[src/rtl/tff_mod_counter_pkg.sv]
// ============================================================================
// Module  : tff_pkg
// Brief   : Shared types and elaboration helpers for the T-cell modulo counter.
// Rev     : 1.0  initial release
// ============================================================================
`default_nettype none

package tff_pkg;

    // Which update the counter applies on the next clock edge.
    typedef enum logic [2:0] {
        OP_HOLD = 3'd0,
        OP_PRE  = 3'd1,
        OP_LD   = 3'd2,
        OP_UP   = 3'd3,
        OP_DN   = 3'd4
    } op_e;

    function automatic int unsigned clamp_val(input int unsigned v, input int unsigned m);
        return (v >= m) ? (m - 32'd1) : v;
    endfunction

    function automatic bit mod_ok(input int unsigned w, input int unsigned m);
        if (w < 32'd1 || m < 32'd2)
            return 1'b0;
        if (w >= 32'd32)
            return 1'b1;
        return (m <= (32'd1 << w));
    endfunction

endpackage : tff_pkg

`default_nettype wire

[src/rtl/tff_mod_counter_if.sv]
// ============================================================================
// Module  : tff_mod_counter_if
// Brief   : Control/status bundle between the toggle-enable source and counter.
// Rev     : 1.0  initial release
// ============================================================================
`default_nettype none

interface tff_mod_counter_if #(
    parameter int WIDTH = 4
);
    logic             pre;
    logic             en;
    logic             up;
    logic             ld;
    logic [WIDTH-1:0] d;
    logic [WIDTH-1:0] q;
    logic [WIDTH-1:0] qn;
    logic             tc;
    logic             wrap;

    modport master (
        output pre, en, up, ld, d,
        input  q, qn, tc, wrap
    );

    modport slave (
        input  pre, en, up, ld, d,
        output q, qn, tc, wrap
    );
endinterface : tff_mod_counter_if

`default_nettype wire

[src/rtl/tff_mod_counter_cell.sv]
// ============================================================================
// Module  : tff_cell
// Brief   : One-bit T flip-flop with synchronous active-high clear.
// Rev     : 1.0  initial release
// ============================================================================
`default_nettype none

module tff_cell (
    input  wire logic clk,
    input  wire logic clr,
    input  wire logic t_i,
    output logic      q_o,
    output logic      qn_o
);
    logic q_q;
    logic qn_q;
    logic q_d;

    assign q_d = q_q ^ t_i;

    // qn is its own flop so the complement output is glitch-free.
    always_ff @(posedge clk) begin
        if (clr) begin
            q_q  <= 1'b0;
            qn_q <= 1'b1;
        end else begin
            q_q  <= q_d;
            qn_q <= ~q_d;
        end
    end

    assign q_o  = q_q;
    assign qn_o = qn_q;
endmodule : tff_cell

`default_nettype wire

[src/rtl/tff_mod_counter.sv]
// ============================================================================
// Module  : tff_mod_counter
// Brief   : Modulo-MOD up/down counter; every bit written via its T-cell toggle.
// Rev     : 1.0  initial release
// ============================================================================
`default_nettype none

module tff_mod_counter
    import tff_pkg::*;
#(
    parameter int WIDTH = 4,
    parameter int MOD   = 10
) (
    input  wire logic           clk,
    input  wire logic           clr,
    tff_mod_counter_if.slave    bus
);
    localparam logic [WIDTH-1:0] C_MAX = WIDTH'(MOD - 1);
    localparam logic [WIDTH:0]   C_MOD = (WIDTH+1)'(MOD);

    if (!mod_ok(WIDTH, MOD)) begin : g_bad_mod
        $error("tff_mod_counter: MOD out of range for WIDTH");
    end

    logic [WIDTH-1:0] q_w;
    logic [WIDTH-1:0] qn_w;
    logic [WIDTH-1:0] target_w;
    logic [WIDTH-1:0] t_w;
    logic [WIDTH-1:0] ld_val_w;
    logic             illegal_w;
    logic             tc_w;
    logic             wrap_q;
    op_e              op_w;

    assign illegal_w = ({1'b0, q_w} >= C_MOD);
    assign ld_val_w  = WIDTH'(clamp_val(32'(bus.d), 32'(MOD)));

    always_comb begin
        op_w = OP_HOLD;
        if (bus.pre)
            op_w = OP_PRE;
        else if (bus.ld)
            op_w = OP_LD;
        else if (bus.en)
            op_w = bus.up ? OP_UP : OP_DN;
    end

    // An out-of-range count re-enters the legal range at the natural wrap point.
    always_comb begin
        target_w = q_w;
        case (op_w)
            OP_PRE:  target_w = C_MAX;
            OP_LD:   target_w = ld_val_w;
            OP_UP:   target_w = (q_w == C_MAX || illegal_w) ? '0 : q_w + WIDTH'(1);
            OP_DN:   target_w = (q_w == '0 || illegal_w) ? C_MAX : q_w - WIDTH'(1);
            default: target_w = q_w;
        endcase
    end

    assign t_w = q_w ^ target_w;

    for (genvar i = 0; i < WIDTH; i++) begin : g_cell
        tff_cell u_cell (
            .clk  (clk),
            .clr  (clr),
            .t_i  (t_w[i]),
            .q_o  (q_w[i]),
            .qn_o (qn_w[i])
        );
    end

    assign tc_w = bus.en & (bus.up ? (q_w == C_MAX) : (q_w == '0));

    always_ff @(posedge clk) begin
        if (clr)
            wrap_q <= 1'b0;
        else
            wrap_q <= ((op_w == OP_UP) || (op_w == OP_DN)) & tc_w;
    end

    assign bus.q    = q_w;
    assign bus.qn   = qn_w;
    assign bus.tc   = tc_w;
    assign bus.wrap = wrap_q;
endmodule : tff_mod_counter

`default_nettype wire

[src/flat_wrapper.sv]
// flat-port wrapper written by rule: the top's interface ports become plain ports
module tff_mod_counter_flat import tff_pkg::*;
#(
    parameter int WIDTH = 4,
    parameter int MOD   = 10
)
  (clk, clr, bus_pre, bus_en, bus_up, bus_ld, bus_d, bus_q, bus_qn, bus_tc, bus_wrap);
  tff_mod_counter_if #(.WIDTH(WIDTH)) bus_i ();
  input  wire logic clk;
  input  wire logic clr;
  input wire logic [$bits(bus_i.pre)-1:0] bus_pre;
  input wire logic [$bits(bus_i.en)-1:0] bus_en;
  input wire logic [$bits(bus_i.up)-1:0] bus_up;
  input wire logic [$bits(bus_i.ld)-1:0] bus_ld;
  input wire logic [$bits(bus_i.d)-1:0] bus_d;
  output wire logic [$bits(bus_i.q)-1:0] bus_q;
  output wire logic [$bits(bus_i.qn)-1:0] bus_qn;
  output wire logic [$bits(bus_i.tc)-1:0] bus_tc;
  output wire logic [$bits(bus_i.wrap)-1:0] bus_wrap;
  assign bus_i.pre = bus_pre;
  assign bus_i.en = bus_en;
  assign bus_i.up = bus_up;
  assign bus_i.ld = bus_ld;
  assign bus_i.d = bus_d;
  assign bus_q = bus_i.q;
  assign bus_qn = bus_i.qn;
  assign bus_tc = bus_i.tc;
  assign bus_wrap = bus_i.wrap;
  tff_mod_counter #(.WIDTH(WIDTH), .MOD(MOD)) u_core (.clk(clk), .clr(clr), .bus(bus_i));
endmodule
[config.mk]
export PLATFORM = sky130hd
export DESIGN_NAME = tff_mod_counter_flat
export DESIGN_NICKNAME = d
export VERILOG_FILES = /design/src/rtl/tff_mod_counter_pkg.sv /design/src/rtl/tff_mod_counter_if.sv /design/src/rtl/tff_mod_counter_cell.sv /design/src/rtl/tff_mod_counter.sv /design/src/flat_wrapper.sv
export SDC_FILE = /design/constraint.sdc
export NUM_CORES = 1
export LEC_CHECK = 0
export ABC_AREA = 1
export BUFFER_PORTS_ARGS = -buffer_cell sky130_fd_sc_hd__buf_2
export CAP_MARGIN = 20
export CORE_MARGIN = 3
export CORE_UTILIZATION = 40
export CTS_BUF_LIST = sky130_fd_sc_hd__clkbuf_8
export DETAILED_ROUTE_END_ITERATION = 7
export GPL_TIMING_DRIVEN = 0
export PLACE_DENSITY = 0.64
export SYNTH_ARGS = -nofsm -noshare
export SYNTH_HDL_FRONTEND = slang
export SYNTH_SLANG_ARGS = --single-unit
[constraint.sdc]
create_clock -name clk -period 2.1 [get_ports clk]
set_clock_uncertainty 0.2 [all_clocks]
set_input_delay 0.105 -clock clk [delete_from_list [all_inputs] [get_ports clk]]
set_output_delay 0.105 -clock clk [all_outputs]
set_load 0.02 [all_outputs]
After elaboration in Yosys (flattened, before gate mapping)
Index checks and enable logic that the tools add are counted.
{"block": "op_classes", "eq_ne": 5, "n_bitwise": 11, "n_reduce_logical": 4, "n_mux": 9, "mul": 0, "order_cmp": 2, "shifts": 0, "div": 0, "addsub": 2}
{"operator": "$pmux W4 S4", "count": 1}
{"operator": "$mux W3", "count": 4}
{"operator": "$mux W4", "count": 3}
{"operator": "$ge A4 B4 Y1 const B", "count": 2}
{"operator": "$eq A3 B2 Y1 const B", "count": 2}
{"operator": "$add A4 B1 Y4 const B", "count": 1}
{"operator": "$eq A4 B4 Y1 const B", "count": 1}
{"operator": "$logic_not A4 Y1", "count": 1}
{"operator": "$not A1 Y1", "count": 4}
{"operator": "$sub A4 B1 Y4 const B", "count": 1}
{"operator": "$xor A1 B1 Y1", "count": 4}
{"operator": "$xor A4 B4 Y4", "count": 1}
{"operator": "$eq A3 B1 Y1 const B", "count": 1}
{"operator": "$eq A3 B3 Y1 const B", "count": 1}
{"operator": "$logic_or A1 B1 Y1", "count": 3}
{"operator": "$and A1 B1 Y1", "count": 2}
{"operator": "$mux W1", "count": 1}
{"block": "word_totals", "ram_bits": 0, "out_inout_bits": 10, "wordCells": 42, "inputBits": 10, "n_memories": 0, "ff_bits": 9, "latchBits": 0, "mem_bits_ro": 0}

Depth between registers and ports, before layout
Gate-level depths: netlist of run 1.
{"block": "depth", "depth_word": 9, "depth_mapped": 10}

By module
A second synthesis of run 1 with hierarchy kept.
{"block": "unflattened", "cells_unflattened": 132, "hier_area_um2": 792.0}
{"mod": "tff_mod_counter", "cells_per_inst": 88, "area_per_inst_um2": 481.7, "seq_area_each_um2": 20.0, "n_inst": 1}
{"mod": "tff_cell", "cells_per_inst": 11, "area_per_inst_um2": 77.6, "seq_area_each_um2": 40.0, "n_inst": 4}

Worst setup path before layout of run 1
No wires, ideal clock.
{"block": "synth_path", "kind": "reg2reg", "from": "register (tool-made name)", "to": "register u_core.g_cell[3].u_cell.qn_q", "path_slack_ns": 0.525, "required_time_ns": 1.781, "synth_period_minus_slack_ns": 1.575, "setup_ns": 0.119, "t_arrival_ns": 1.255, "path_stages_with_launch": 9, "path_cell_list": "dfxtp_1 > inv_1 > ha_1 > nand2_2 > nor2_4 > nor2_4 > nand3_1 > nand2_2 > o21bai_1"}
{"item": "end signal: assignment", "line": "tff_mod_counter_cell.sv:28", "text": "qn_q <= ~q_d;"}
{"item": "end: declaration", "line": "tff_mod_counter_cell.sv:16", "text": "logic qn_q;"}

==> impl_metrics.yaml, run 1 <==
run_status:
  run_status: "complete, no violations"
die:
  die-area_sq_mm: 0.00260
  rows: 15
  floorplan.die.height_um: 51.0
  core_region_area_sq_mm: 0.00182
  io_pins: 20
  initial_utilization: 0.445
  die_w_um: 51.0
sta:
  timing.final.hold_violations: 0
  grt_setup_unrepaired: "no"
  fmax_mhz: 532
  finalSetupViolCount: 0
  tightestPinTransition_ns: 0.248
  min_period_ns: 1.88
  final_max_slew_viol_count: 0
  layout_setup_ws_ns: 0.221
  min_period_over_period: 0.895
  setup-tns-final_ns: 0
  hold_slack_ns: 0.0542
  relSlewSlack: 0.833
logic_synthesis:
  post_synth_xor_area_fraction: 0.0216
  post_synth_instance_area_sq_um: 811
  synth_compound_gate_area_share: 0.0494
  post_synth_fa_ha_maj_area_fraction: 0.0772
  synth.distinct_cells: 22
  netlist_top_cells_area: "sky130_fd_sc_hd__dfxtp_1 (22%), sky130_fd_sc_hd__inv_1 (8.3%), sky130_fd_sc_hd__ha_1 (7.7%)"
  synthMuxAreaShare: 0
  synthDominantCellAreaShare: 0.222
  synthDominantAreaCellType: "sky130_fd_sc_hd__dfxtp_1"
  sequential_element_share_of_the_synthesized_area: 0.222
  postSynthNetCount: 131
  synth_seq_cells: 9
  postSynthAreaPerCell_sq_um: 6.99
  dominant_combinational_cell_family_by_area_after_synthesis: "simple AND/OR/NAND/NOR gates"
  synth_simple_gate_area_frac: 0.431
  synthCells: 116
  ys_warn_count: 0
power_and_ir_drop:
  total_switching_power_uw: 164
  p_per_area_mw_per_mm2: 542
  p_sw_frac: 0.301
  power_leakage_uw: 0.000570
  internal_power_uw: 381
  pwr-share-seq: 0.355
  power.clock.fraction: 0.344
  ir_drop_mv: 0.313
  logic_pwr_share: 0.300
clocking:
  tritoncts: "built"
  cts-htree-levels: 1
  cts_buffer_depth: 2
  path_clk_slew_ns: 0.04
  tritoncts_num_sinks: 9
  clk_root_buffer_cell: "sky130_fd_sc_hd__clkbuf_8"
  cts_inserted_buffers: 3
  clock_insertion_delay_worst_skew_ns: 0.22
drt:
  detail_route.vias_per_cell: 4.38
  via_count: 727
  wirelength_um: 1460
  dr.first_iter.drc_count: 9
  detail_route.wl_per_cell_um: 8.77
  drc_errors: 0
  ant_nets: 0
  firstDrtPassIters: 4
cells_and_area:
  post_layout_nonfiller_instances: 166
  antenna_cells: 0
  fillers: 187
  nets: 157
  post_route_cells_drive_above_1_share: 0.418
  layout.cell_area.non_filler_sq_mm: 0.00100
  areaGrowthSynthToFinish_pct: 23.9
  mostFrequentLayoutCells: "sky130_fd_sc_hd__inv_1 (19), sky130_fd_sc_hd__buf_2 (19), sky130_fd_sc_hd__nand2_1 (15)"
placed_design:
  buffer_ports.inserted: 19
  gp_congestion: 0.845
  place_area_sq_um: 937
  detailedPlacementHpwl_um: 1200
  placedCellCount: 160
  pre_cts_ws_ns: 0.318
global_routing:
  antenna_found_initial: 0
  grt_max_degree: 11
  grt_pass1_wl_um: 2640
  globalRouteOverflowTotal: 0
  number_of_global_route_vias_before_repair: 641
  total_global_route_track_usage: 0.130
worst_setup_path:
  setup.worst_path.end_class: "primary output"
  launching_element_type_of_the_critical_path: "flip-flop"
  arrival_ns: 1.57
  critical_path.max_fanout: 9
  worst-endpoint-required_ns: 1.79
  critical_path_class: "reg -> out"
hold_path:
  hold_path_class: "in -> reg"
job:
  maxCapViolCount: 0
==> cells in the mapped netlist <==
cell                       count
sky130_fd_sc_hd__buf_6         2
sky130_fd_sc_hd__nor2_2        3
sky130_fd_sc_hd__nand2_1      15
sky130_fd_sc_hd__a22oi_1       1
sky130_fd_sc_hd__inv_1        18
sky130_fd_sc_hd__nand2_4       1
sky130_fd_sc_hd__nor2_4        5
sky130_fd_sc_hd__xor2_1        1
sky130_fd_sc_hd__buf_4         8
sky130_fd_sc_hd__o21bai_1      1
sky130_fd_sc_hd__nor2_1       13
sky130_fd_sc_hd__inv_2         3
sky130_fd_sc_hd__xnor2_1       1
sky130_fd_sc_hd__nor3_1        1
sky130_fd_sc_hd__nand3_1      10
sky130_fd_sc_hd__o21ai_1       1
sky130_fd_sc_hd__nand2_2       9
sky130_fd_sc_hd__o21ai_0       4
sky130_fd_sc_hd__dfxtp_1       9
sky130_fd_sc_hd__ha_1          5
sky130_fd_sc_hd__nand3_2       4
sky130_fd_sc_hd__nand4_1       1
==> routing by layer <==
layer	track usage	vias up	part of all wire
met5	0	-	0
met4	0.0404	0	0
met3	0.0175	0	0.026
met2	0.219	14	0.50
met1	0.170	319	0.47
li1	-	394	-
==> worst paths after layout <==
kind	cells after the start	start	slack, ns	endpoint
max	7	flip-flop	0.22	bus_tc
min	4	clr	0.05	flip-flop
max reg2reg	8	flip-flop	0.49	u_core.g_cell[3].u_cell.qn_o$_SDFF_PP1_
min reg2reg	3	flip-flop	0.48	u_core.g_cell[0].u_cell.qn_o$_SDFF_PP1_
==> critical path, cell delays in order, from the launching register on <==
cell                      delay [ns]
sky130_fd_sc_hd__dfxtp_2        0.44
sky130_fd_sc_hd__inv_1          0.11
sky130_fd_sc_hd__ha_1           0.21
sky130_fd_sc_hd__nand2_2        0.08
sky130_fd_sc_hd__nor2_4         0.04
sky130_fd_sc_hd__a22oi_1        0.23
sky130_fd_sc_hd__inv_1          0.07
sky130_fd_sc_hd__buf_2          0.16
==> cell families (layout without fill, tap and decap cells) <==
family	after synthesis	in the layout
DFF	9	9
and+or+nand+nor	62	62
adders and majority gates	5	5
buffers and inverters	31	56
AOI/OAI and AO/OA	7	7
xor gates and xnor gates	2	2
==> cell type report <==
class	count	area, sq um	share of cell area
Buffer	10	82.6	0.0822
Clock buffer	3	41.3	0.0411
Tap cell	25	31.3	0.0311
Sequential cell	9	183	0.182
Multi-Input combinational cell	76	469	0.467
Timing Repair Buffer	21	115	0.115
Inverter	21	78.8	0.0785
Clock inverter	1	3.75	0.00374
==> power by group through the flow <==
stage	clock network, uW	registers (uW)	logic (uW)
floorplan	0	193	127
global route	197	195	185
CTS	188	193	165
detailed placement	0	196	163
global placement	0	196	161
finish	187	194	164
==> metrics by stage <==
stage	power (uW)	util
floorplan	320	-
global placement	357	0.515
detailed placement	358	0.515
CTS	546	0.551
global route	577	0.552
finish	544	0.552
==> repair_timing <==
action	4_1_cts	5_1_grt
setup buffers	0	0
endpoints found under the setup margin	0	1
hold buffers	2	0
gates resized for setup	0	2
hold endpoints to repair	1	0
(Power assumes the default switching activity.)
==> run 2, diff against run 1 <==
--- a/config.mk
+++ b/config.mk
@@ -13,6 +13,7 @@
 export CTS_BUF_LIST = sky130_fd_sc_hd__clkbuf_8
 export DETAILED_ROUTE_END_ITERATION = 7
 export GPL_TIMING_DRIVEN = 0
+export HOLD_SLACK_MARGIN = 0.15
 export PLACE_DENSITY = 0.64
 export SYNTH_ARGS = -nofsm -noshare
 export SYNTH_HDL_FRONTEND = slang
==> impl_metrics.yaml, run 2 (synthesis gave the netlist of run 1 again) <==
global_routing:
  grt_max_degree: 11
  total_global_route_track_usage: 0.136
  globalRouteOverflowTotal: 0
  antenna_found_initial: 0
  number_of_global_route_vias_before_repair: 668
  grt_pass1_wl_um: 2750
clocking:
  clk_root_buffer_cell: "sky130_fd_sc_hd__clkbuf_8"
  clock_insertion_delay_worst_skew_ns: 0.22
  cts_buffer_depth: 2
  cts-htree-levels: 1
  tritoncts_num_sinks: 9
  path_clk_slew_ns: 0.04
  cts.repair_timing.setup_buffer_count: 0
  tritoncts: "built"
  cts_inserted_buffers: 3
worst_setup_path:
  critPathMaxStageDelay_ns: 0.44
  critical_path.max_fanout: 9
  setup.worst_path.end_class: "primary output"
  critical_path_class: "reg -> out"
  launching_element_type_of_the_critical_path: "flip-flop"
  worstPathCellList: "inv_1, ha_1, nand2_2, nor2_4, a22oi_1, inv_1, buf_2"
  arrival_ns: 1.57
  worst_path_most_repeated_cell: "sky130_fd_sc_hd__inv_1"
  timing.reg2reg.worst_path_depth: 8
  cp_slowest_cell: "sky130_fd_sc_hd__dfxtp_2"
  worst-endpoint-required_ns: 1.79
placed_design:
  pre_cts_ws_ns: 0.318
  detailedPlacementHpwl_um: 1200
  placedCellCount: 160
  gp_congestion: 0.845
  buffer_ports.inserted: 19
power_and_ir_drop:
  power_leakage_uw: 0.000590
  ir_drop_mv: 0.313
  p_per_area_mw_per_mm2: 523
cells_and_area:
  mostFrequentLayoutCells: "sky130_fd_sc_hd__inv_1 (19), sky130_fd_sc_hd__buf_2 (19), sky130_fd_sc_hd__nand2_1 (15)"
  antenna_cells: 0
  nets: 162
  finish.utilization: 0.579
  post_layout_nonfiller_instances: 171
  post_route_cells_drive_above_1_share: 0.404
  areaGrowthSynthToFinish_pct: 30.1
die:
  die_w_um: 51.0
  initial_utilization: 0.445
  rows: 15
  floorplan.die.height_um: 51.0
  core_region_area_sq_mm: 0.00182
  die-area_sq_mm: 0.00260
  io_pins: 20
sta:
  timing.final.hold_violations: 0
  tightestPinTransition_ns: 0.249
  relSlewSlack: 0.832
  layout_setup_ws_ns: 0.221
  final_max_slew_viol_count: 0
  min_period_ns: 1.88
  fmax_mhz: 532
  finalSetupViolCount: 0
  setup-tns-final_ns: 0
  hold_slack_ns: 0.152
  grt_setup_unrepaired: "no"
  min_period_over_period: 0.895
drt:
  routed-wl-met3_um: 42
  detail_route.vias_per_cell: 4.40
  wl_met2_um: 781
  wirelength_um: 1540
  ant_nets: 0
  drc_errors: 0
  via_count: 752
  topRoutingLayerUsed: "met4"
  firstDrtPassIters: 4
  dr.first_iter.drc_count: 12
  detail_route.wl_per_cell_um: 9.01
  m1WireLength_um: 703
hold_path:
  worst_hold_path.num_cells: 6
  hold_path_class: "in -> reg"
job:
  maxCapViolCount: 0
run_status:
  run_status: "complete, no violations"
==> run 2: stage by stage <==
step	cell area [sq um]	total power, uW
floorplan	811	320
global placement	937	357
detailed placement	937	358
CTS	1050	553
global route	1050	585
finish	1050	552
==> run 2: layout make-up <==
type	instances	area, sq um
fill	179	766
multi-input combinational	76	469
sequential	9	183
timing repair buffer	26	165
buffer	10	82.6
inverter	21	78.8
clock buffer	3	41.3
tap	25	31.3
clock inverter	1	3.75
==> run 2: final timing paths <==
kind | start | slack (ns) | end
min reg2reg | flip-flop | 0.48 | u_core.g_cell[0].u_cell.qn_o$_SDFF_PP1_
min | bus_ld | 0.15 | u_core.g_cell[0].u_cell.qn_o$_SDFF_PP1_
max reg2reg | flip-flop | 0.49 | u_core.g_cell[3].u_cell.qn_o$_SDFF_PP1_
max | flip-flop | 0.22 | bus_tc
==> run 2: worst max-delay path, delay by kind of cell, from the launching register on <==
family | cells | cell delay [ns]
AOI/OAI and AO/OA | 1 | 0.23
adders and majority gates | 1 | 0.21
buffers and inverters | 3 | 0.34
DFF | 1 | 0.44
and+or+nand+nor | 2 | 0.12
==> run 2: repair_timing <==
item,CTS,global route
setup endpoints to repair,0,1
gates resized for setup,0,2
endpoints found under the hold margin,9,0
hold buffers,7,0
==> run 2: report_power, final <==
group | internal (uW) | switching (uW)
registers | 183 | 10.4
logic | 77.2 | 94.0
clock network | 127 | 60.8
total | 387 | 165
==> run 2: metal layers <==
layer  vias to the layer above  track usage
met1                       330        0.173
met3                         2       0.0204
li1                        404            -
met4                         0       0.0493
met2                        16        0.230
met5                         -            0
==> run 3, diff against run 2 <==
--- a/config.mk
+++ b/config.mk
@@ -5,7 +5,7 @@
 export SDC_FILE = /design/constraint.sdc
 export NUM_CORES = 1
 export LEC_CHECK = 0
-export ABC_AREA = 1
+export ABC_AREA = 0
 export BUFFER_PORTS_ARGS = -buffer_cell sky130_fd_sc_hd__buf_2
 export CAP_MARGIN = 20
 export CORE_MARGIN = 3
@@ -14,7 +14,7 @@
 export DETAILED_ROUTE_END_ITERATION = 7
 export GPL_TIMING_DRIVEN = 0
 export HOLD_SLACK_MARGIN = 0.15
-export PLACE_DENSITY = 0.64
+export PLACE_DENSITY = 0.65
 export SYNTH_ARGS = -nofsm -noshare
 export SYNTH_HDL_FRONTEND = slang
 export SYNTH_SLANG_ARGS = --single-unit
==> impl_metrics.yaml, run 3 <==
clocking:
  cts_buffer_depth: 2
  tritoncts: "built"
  clk_root_buffer_cell: "sky130_fd_sc_hd__clkbuf_8"
  cts-htree-levels: 1
  cts_inserted_buffers: 3
  tritoncts_num_sinks: 9
  path_clk_slew_ns: 0.04
  clock_insertion_delay_worst_skew_ns: 0.23
drt:
  ant_nets: 0
  via_count: 704
  detail_route.wl_per_cell_um: 13.5
  drc_errors: 0
  dr.first_iter.drc_count: 12
  firstDrtPassIters: 4
  wirelength_um: 1760
  detail_route.vias_per_cell: 5.42
logic_synthesis:
  synthCells: 83
  synthTopCellsByCount: "sky130_fd_sc_hd__nor2_1 (10), sky130_fd_sc_hd__dfxtp_1 (9), sky130_fd_sc_hd__buf_4 (8), sky130_fd_sc_hd__ha_1 (5), sky130_fd_sc_hd__nand2_1 (4)"
  postSynthNetCount: 98
  synth.distinct_cells: 35
  synth_ff_type: "sky130_fd_sc_hd__dfxtp_1"
  post-synth-top-count-cell: "sky130_fd_sc_hd__nor2_1"
  synth_async_sr_flop_share: 0
  postSynthAreaPerCell_sq_um: 8.29
  ys_warn_count: 0
  sequential_element_share_of_the_synthesized_area: 0.262
  synth-edff-count: 0
  synthDominantAreaCellType: "sky130_fd_sc_hd__dfxtp_1"
  synth_seq_cells: 9
  netlist_top_cells_area: "sky130_fd_sc_hd__dfxtp_1 (26%), sky130_fd_sc_hd__ha_1 (9.1%), sky130_fd_sc_hd__buf_4 (8.7%)"
  post_synth_instance_area_sq_um: 688
  synthDominantCellAreaShare: 0.262
cells_and_area:
  antenna_cells: 0
  combined_area_of_the_multi_input_logic_cells_sq_um: 430
  final_common_cell: "sky130_fd_sc_hd__buf_2"
  layout.cell_area.non_filler_sq_um: 960
  seq_area_sq_um: 188
  post_route_cells_drive_above_1_share: 0.377
  mostFrequentLayoutCells: "sky130_fd_sc_hd__buf_2 (19), sky130_fd_sc_hd__nor2_1 (10), sky130_fd_sc_hd__buf_4 (10)"
  nets: 130
  finish.utilization: 0.616
  fillers: 142
  areaGrowthSynthToFinish_pct: 39.5
placed_design:
  place_area_sq_um: 793
  detailedPlacementHpwl_um: 1180
  gp_congestion: 0.843
  buffer_ports.inserted: 17
worst_setup_path:
  setup.worst_path.end_class: "flip-flop"
  worst-endpoint-required_ns: 2.01
  rrSetupSlack_ns: 0.06
  launching_element_type_of_the_critical_path: "input pin"
  critical_path_class: "in -> reg"
  arrival_ns: 1.99
  top_delay_family_on_crit_path: "simple AND/OR/NAND/NOR gates"
  worstPathBufferInverterCount: 2
  crit_cells: 6
  critPathMaxStageDelay_ns: 0.55
  cp_slowest_cell: "sky130_fd_sc_hd__dlygate4sd3_1"
  critical_path.max_fanout: 10
  timing.reg2reg.worst_path_depth: 6
  worstPathCellList: "dlygate4sd3_1, buf_6, or4b_4, nor4_2, a311oi_1, or3_1"
sta:
  fmax_mhz: 480
  min_period_ns: 2.08
  finalSetupViolCount: 0
  setup-tns-final_ns: 0
  timing.final.hold_violations: 0
  relSlewSlack: 0.677
  tightestPinTransition_ns: 0.483
  grt_setup_unrepaired: "yes"
  final_max_slew_viol_count: 0
  min_period_over_period: 0.991
  hold_slack_ns: 0.215
die:
  die-area_sq_mm: 0.00225
  rows: 14
  io_pins: 20
  die_w_um: 47.5
  core_region_area_sq_mm: 0.00156
  floorplan.die.height_um: 47.5
  initial_utilization: 0.441
run_status:
  run_status: "complete, no violations"
power_and_ir_drop:
  p_sw_frac: 0.285
  pwr-share-seq: 0.356
  logic_pwr_share: 0.289
  total_switching_power_uw: 153
  p_per_area_mw_per_mm2: 558
  total_power_uw: 536
  internal_power_uw: 383
  ir_drop_mv: 0.357
  power_leakage_uw: 0.000426
  power.clock.fraction: 0.354
job:
  maxCapViolCount: 0
global_routing:
  grt_pass1_wl_um: 2710
  globalRouteOverflowTotal: 0
  antenna_found_initial: 0
  grt_max_degree: 11
  number_of_global_route_vias_before_repair: 637
  total_global_route_track_usage: 0.173
hold_path:
  hold_path_class: "in -> reg"
  worst_hold_path.num_cells: 4
==> run 3: cell type report <==
type	count	area share
buffer	12	0.0887
timing repair buffer	27	0.188
inverter	3	0.0117
tap	16	0.0209
clock buffer	3	0.0430
clock inverter	1	0.00391
sequential	9	0.196
multi-input combinational	59	0.449
==> run 3: per-stage QoR <==
stage | instances | setup WS, ns
2_1_floorplan | 83 | 0.0505
3_3_place_gp | 116 | -0.210
3_5_place_dp | 116 | -0.232
4_1_cts | 128 | 0.00679
5_1_grt | 130 | -0.0315
6_report | 130 | 0.0180
==> run 3: logic make-up (layout without fill, tap and decap cells) <==
kind of cell / after synthesis / after routing / share of synthesized area
compound gates: 17 / 17 / 0.185
simple gates: 35 / 35 / 0.296
xor+xnor: 2 / 2 / 0.0255
fa+ha+maj: 5 / 5 / 0.0909
flops: 9 / 9 / 0.262
buf+inv: 15 / 46 / 0.140
==> run 3: metal layers <==
layer / vias up / GRT usage / share of wire
li1: 355 / - / -
met1: 328 / 0.226 / 0.43
met2: 19 / 0.289 / 0.53
met3: 2 / 0.0338 / 0.032
met4: 0 / 0.0497 / 0.0080
met5: - / 0 / 0
==> run 3: timing repair <==
action	4_1_cts	5_1_grt
hold buffers	8	0
pin swaps	0	3
buffers inserted	0	2
gates cloned	0	0
resized for setup	4	4
endpoints found under the hold margin	9	0
setup endpoints to repair	6	4
==> run 3: path summary, 6_finish.rpt <==
check | start | endpoint
min reg2reg | flip-flop | u_core.g_cell[0].u_cell.qn_o$_SDFF_PP1_
max | bus_ld | u_core.g_cell[2].u_cell.qn_o$_SDFF_PP1_
min | bus_up | flip-flop
max reg2reg | flip-flop | u_core.g_cell[2].u_cell.qn_o$_SDFF_PP1_
==> run 3: power groups by stage <==
stage	combinational, uW	sequential (uW)	clock (uW)
5_1_grt	171	192	203
3_3_place_gp	129	195	0
4_1_cts	145	193	194
3_5_place_dp	130	195	0
6_report	155	191	190
2_1_floorplan	96.5	192	0
==> run 3: worst reg2reg max path, delay by kind of cell, from the launching register on <==
kind | cells | cell delay (ns)
flops | 1 | 0.37
compound gates | 2 | 0.45
simple gates | 2 | 0.63
buf+inv | 1 | 0.08
fa+ha+maj | 1 | 0.20
